File: src/rtl/fetch_unit.sv
// fetch_unit: instruction fetch stage in front of a combinational instruction ROM.
// It holds the program counter, drives the ROM word address and captures the
// returned word into the IF/ID register. It also handles stall, flush and
// redirect, and a redirect that arrives while the stage is stalled.
// A misaligned redirect target or an out-of-range fetch parks the stage in FAULT.
// Only reset leaves FAULT.
// Optional build macro: BRANCH_DELAY_SLOT_EN. When it is defined, the sequential
// instruction fetched on a redirect edge is kept as a delay slot. When it is
// undefined, that instruction is squashed.

module fetch_unit #(
  parameter logic [31:0] RESET_PC  = 32'h0000_0000,
  parameter int unsigned ROM_WORDS = 1024
) (
  input  logic        clk,
  input  logic        rst,
  input  logic        stall,
  input  logic        flush,
  input  logic        redirect_valid,
  input  logic [31:0] redirect_pc,
  output logic [31:0] rom_addr,
  input  logic [31:0] rom_rdata,
  output logic [31:0] if_id_instr,
  output logic [31:0] if_id_pc4,
  output logic        if_id_valid,
  output logic        fetch_fault,
  output logic [31:0] fetch_count
);

`ifdef BRANCH_DELAY_SLOT_EN
  localparam logic DELAY_SLOT = 1'b1;
`else
  localparam logic DELAY_SLOT = 1'b0;
`endif

  localparam logic [31:0] ROM_LIMIT = 32'(ROM_WORDS);

  typedef enum logic {
    RUN   = 1'b0,
    FAULT = 1'b1
  } state_t;

  state_t      state;
  logic [31:0] pc_q;
  logic        pending;
  logic [31:0] pending_pc;

  logic [31:0] pc_plus4;
  logic        take_redirect;
  logic [31:0] target;
  logic        misaligned;
  logic        out_of_range;
  logic        capture_valid;

  assign rom_addr = {2'b00, pc_q[31:2]};
  assign pc_plus4 = pc_q + 32'd4;

  // Choose the redirect target and decide whether this edge faults or keeps its capture.
  // A live redirect takes priority over one remembered from a stall.
  always_comb begin
    take_redirect = redirect_valid | pending;
    target        = redirect_valid ? redirect_pc : pending_pc;
    misaligned    = take_redirect && (target[1:0] != 2'b00);
    out_of_range  = (rom_addr >= ROM_LIMIT);
    capture_valid = ~flush & (~take_redirect | DELAY_SLOT);
  end

  // Fetch state machine. It updates the PC, the pending redirect, the IF/ID register and the counters.
  always_ff @(posedge clk) begin
    if (rst) begin
      state       <= RUN;
      pc_q        <= RESET_PC;
      pending     <= 1'b0;
      pending_pc  <= 32'd0;
      if_id_instr <= 32'd0;
      if_id_pc4   <= 32'd0;
      if_id_valid <= 1'b0;
      fetch_fault <= 1'b0;
      fetch_count <= 32'd0;
    end else begin
      case (state)
        RUN: begin
          if (stall) begin
            if (flush) begin
              if_id_valid <= 1'b0;
            end
            if (redirect_valid) begin
              pending    <= 1'b1;
              pending_pc <= redirect_pc;
            end
          end else if (out_of_range || misaligned) begin
            state       <= FAULT;
            fetch_fault <= 1'b1;
            if_id_valid <= 1'b0;
            pending     <= 1'b0;
          end else begin
            if_id_instr <= rom_rdata;
            if_id_pc4   <= pc_plus4;
            if_id_valid <= capture_valid;
            if (capture_valid) begin
              fetch_count <= fetch_count + 32'd1;
            end
            pc_q    <= take_redirect ? target : pc_plus4;
            pending <= 1'b0;
          end
        end
        FAULT: begin
          if_id_valid <= 1'b0;
        end
      endcase
    end
  end

endmodule

File: config.mk
export PLATFORM = sky130hd
export DESIGN_NAME = fetch_unit
export DESIGN_NICKNAME = d
export VERILOG_FILES = /design/src/rtl/fetch_unit.sv
export SDC_FILE = /design/constraint.sdc
export NUM_CORES = 1
export LEC_CHECK = 0
export ABC_AREA = 0
export BUFFER_PORTS_ARGS = -buffer_cell sky130_fd_sc_hd__buf_4
export CORE_MARGIN = 4
export CORE_UTILIZATION = 47
export CTS_BUF_LIST = sky130_fd_sc_hd__clkbuf_8 sky130_fd_sc_hd__clkbuf_16
export CTS_CLUSTER_DIAMETER = 120
export DETAILED_ROUTE_END_ITERATION = 6
export PLACE_DENSITY = 0.84
export SETUP_SLACK_MARGIN = 0.5
export SYNTH_ARGS = -nofsm -noshare
export SYNTH_HDL_FRONTEND = slang
export SYNTH_SLANG_ARGS = --single-unit
File: constraint.sdc
create_clock -name clk -period 2.09 [get_ports clk]
set_clock_uncertainty 0.1 [all_clocks]
set_input_delay 0.418 -clock clk [delete_from_list [all_inputs] [get_ports clk]]
set_output_delay 0.418 -clock clk [all_outputs]
set_load 0.02 [all_outputs]
==> flow_summary.ini <==
[worst_hold_path]
min_from = rom_rdata[24]
min_delay_worst_endpoint = if_id_instr[24]
hp-class = in -> reg
hold_depth = 3

[synthesis]
synth_top_cell_by_area = dfxtp_1
ys.flop_type = dfxtp_1
synth_top_area_share_pct = 48.7
synth_top_family_by_area = simple AND/OR/NAND/NOR gates
synthAdderAreaFrac_pct = 0.557
synthArstFlopShare_pct = 0
ys_top_cells_by_area = dfxtp_1 49%, nand2_1 8.0%, a21oi_1 7.9%
syn_inst = 805
yosys-mux-area-fraction_pct = 4.03
ys_seq_area_share_pct = 48.7
ys.warnings.count = 0
synthDistinctLibCells = 50
synth_xor_area_share_pct = 1.04
synth-seq-cells = 164
synth-compound-area-share_pct = 17.1
avgSynthCellArea_um2 = 8.37
syn_area_um2 = 6740
synth_edf_count = 0
yosys.area_share.simple_pct = 23.2

[grt]
grtUsageTotal_pct = 30.7
grt_pass1_vias = 7567
grt_overflow = 0
grt_max_degree = 71
antenna_found_initial = 0
grt_pass1_wl_mm = 40.0

[layout]
final_common_cell = buf_4
fin_nets = 1179
area_delta_synth_final_pct = 74.6
drive_above_1_share_pct = 52.2
antenna_cells = 0
utilization_pct = 84.4
final_cells = 1300
layout_common_cells = 233 x buf_4, 124 x dfxtp_1, 108 x nand2_1

[sta]
drv_slew = 0
fin_crit_ns = 2.50
rsz0062_at_grt = true
hold_viol = 0
setup_slack_ns = -0.414
setup_viol = 128
post-route-period-util_pct = 120
clock.fmax_mhz = 399
fin_tns_setup_ns = -26.15

[setup_path]
cp_max_fo = 5
cp-end-kind = flip-flop
regToRegEndpoint = fetch_count[4]
start_kind = flip-flop
reg2reg_depth = 9
ff2ff_setup_slack_ns = -0.41
worst_r2r_startpoint = pc_q[14]
arrival_ns = 2.76
required_ns = 2.34
criticalPathCategory = reg -> reg

[floorplanning]
die_area_um2 = 16300
die_x_um = 128
coreArea_um2 = 13900
initial_core_util_pct = 48.3
rows = 43
fp.dieH_um = 128
ios = 199

[cts]
root_buffer = clkbuf_16
clkLatencyLatePin_ns = 0.45
cts-buffers-inserted = 17
cts_tree = yes
htreeDepth = 4
cts_buffer_depth = 2
clk_pin_slew_ns = 0.07
cts_sinks = 164

[run_status]
violations = DRC, setup timing
status = finished, violations left

[routing]
drt_wl_total_mm = 32.0
antenna_left = 0
viasPerCell = 6.44
drc = 3
first_pass_iters = 7
drt_iter0_markers = 956
wl_per_cell_um = 24.6
vias = 8375

[placement]
place_inst = 1203
port_buffers = 196
gp_congestion = 0.867
hpwl_mm = 13.4

[pwr]
powerDensity_nw_per_um2 = 853
peakVddDrop_uv = 721
leakagePower_nw = 4.83

[job]
drv_cap = 0
[area by class of cell]
class,count,area (um2)
multi-input combinational,556,4100
timing repair buffer,340,3400
sequential,164,3380
fill,634,2170
clock buffer,18,439
tap,180,225
clock inverter,14,116
inverter,28,108
[registers in the layout, summed over array words and instances, names as in the netlist]
register / count
pc_q: 32
if_id_instr: 32
fetch_fault: 1
fetch_count: 32
if_id_valid: 1
pending_pc: 32
pending: 1
state: 1
if_id_pc4: 32
[timing repair]
action | 4_1_cts | 5_1_grt
setup buffers | 32 | 11
setup endpoints to repair | 140 | 192
gates cloned | 17 | 5
gates resized for setup | 161 | 183
pin swaps | 66 | 69
hold buffers | 0 | 0
endpoints found under the hold margin | 0 | 0
[metrics by stage]
stage	instance area, um2	power (mW)	hold slack, ns	setup slack (ns)
2_1_floorplan	7040	4.61	0.327	0.0645
3_3_place_gp	9010	5.23	0.338	-0.0337
3_5_place_dp	9010	5.27	0.346	-0.108
4_1_cts	10800	9.22	0.112	-0.0353
5_1_grt	11800	10.2	0.128	-0.433
6_report	11800	10.0	0.118	-0.414
[kinds of logic (layout without fill, tap and decap cells)]
family / after synthesis / after routing
AO/OA/AOI/OAI: 198 / 198
AND/OR/NAND/NOR: 315 / 318
flip-flops: 164 / 164
XOR/XNOR: 8 / 8
adder cells (fa/ha/maj): 3 / 3
other: 1 / 2
multiplexers: 27 / 27
buffers and inverters: 89 / 400
[how the worst max path moves through the flow]
stage                               from               to  slack (ns)  cells past startpoint
after global routing            pc_q[14]   fetch_count[4]       -0.43                      9
after CTS                       pc_q[17]  fetch_count[20]       -0.04                      8
after detailed placement        pc_q[14]  fetch_count[13]       -0.11                      7
after global placement          pc_q[26]  fetch_count[13]       -0.03                      6
after floorplan           redirect_valid  fetch_count[23]        0.06                      7
final                           pc_q[14]   fetch_count[4]       -0.41                      9
[worst max-delay path: stages, from the launching register on]
cell,delay (ns)
dfxtp_2,0.34
nor4_2,0.32
buf_4,0.18
and3_4,0.19
nand4_1,0.22
buf_6,0.24
buf_12,0.14
buf_4,0.13
or3_1,0.36
a21oi_1,0.18
[Yosys cell counts, types with 9 or more instances]
library cell	count
o21ai_0	23
inv_1	28
a21oi_1	106
nor2_1	39
and2_1	27
o31ai_1	19
a211oi_1	17
nand4_1	12
or3_1	13
nand3_1	19
clkbuf_1	42
mux2i_1	26
dfxtp_1	164
nand2_1	143
o22ai_1	18
or4_1	20
and3_1	9
[routing by layer]
layer  up-vias  GRT usage [%]  part of all wire, %
met5         -              0                    0
met4         0           17.2                  7.8
met3       236           7.71                   11
met2       779           51.1                   47
met1      3927           36.1                   34
li1       3433              -                    -
[report_power, final]
group          switching, mW  internal (mW)
sequential             0.201           3.34
combinational           1.72           1.71
clock                   1.48           1.59
total                   3.40           6.64
Note: power is estimated with default switching activity, not from simulation.
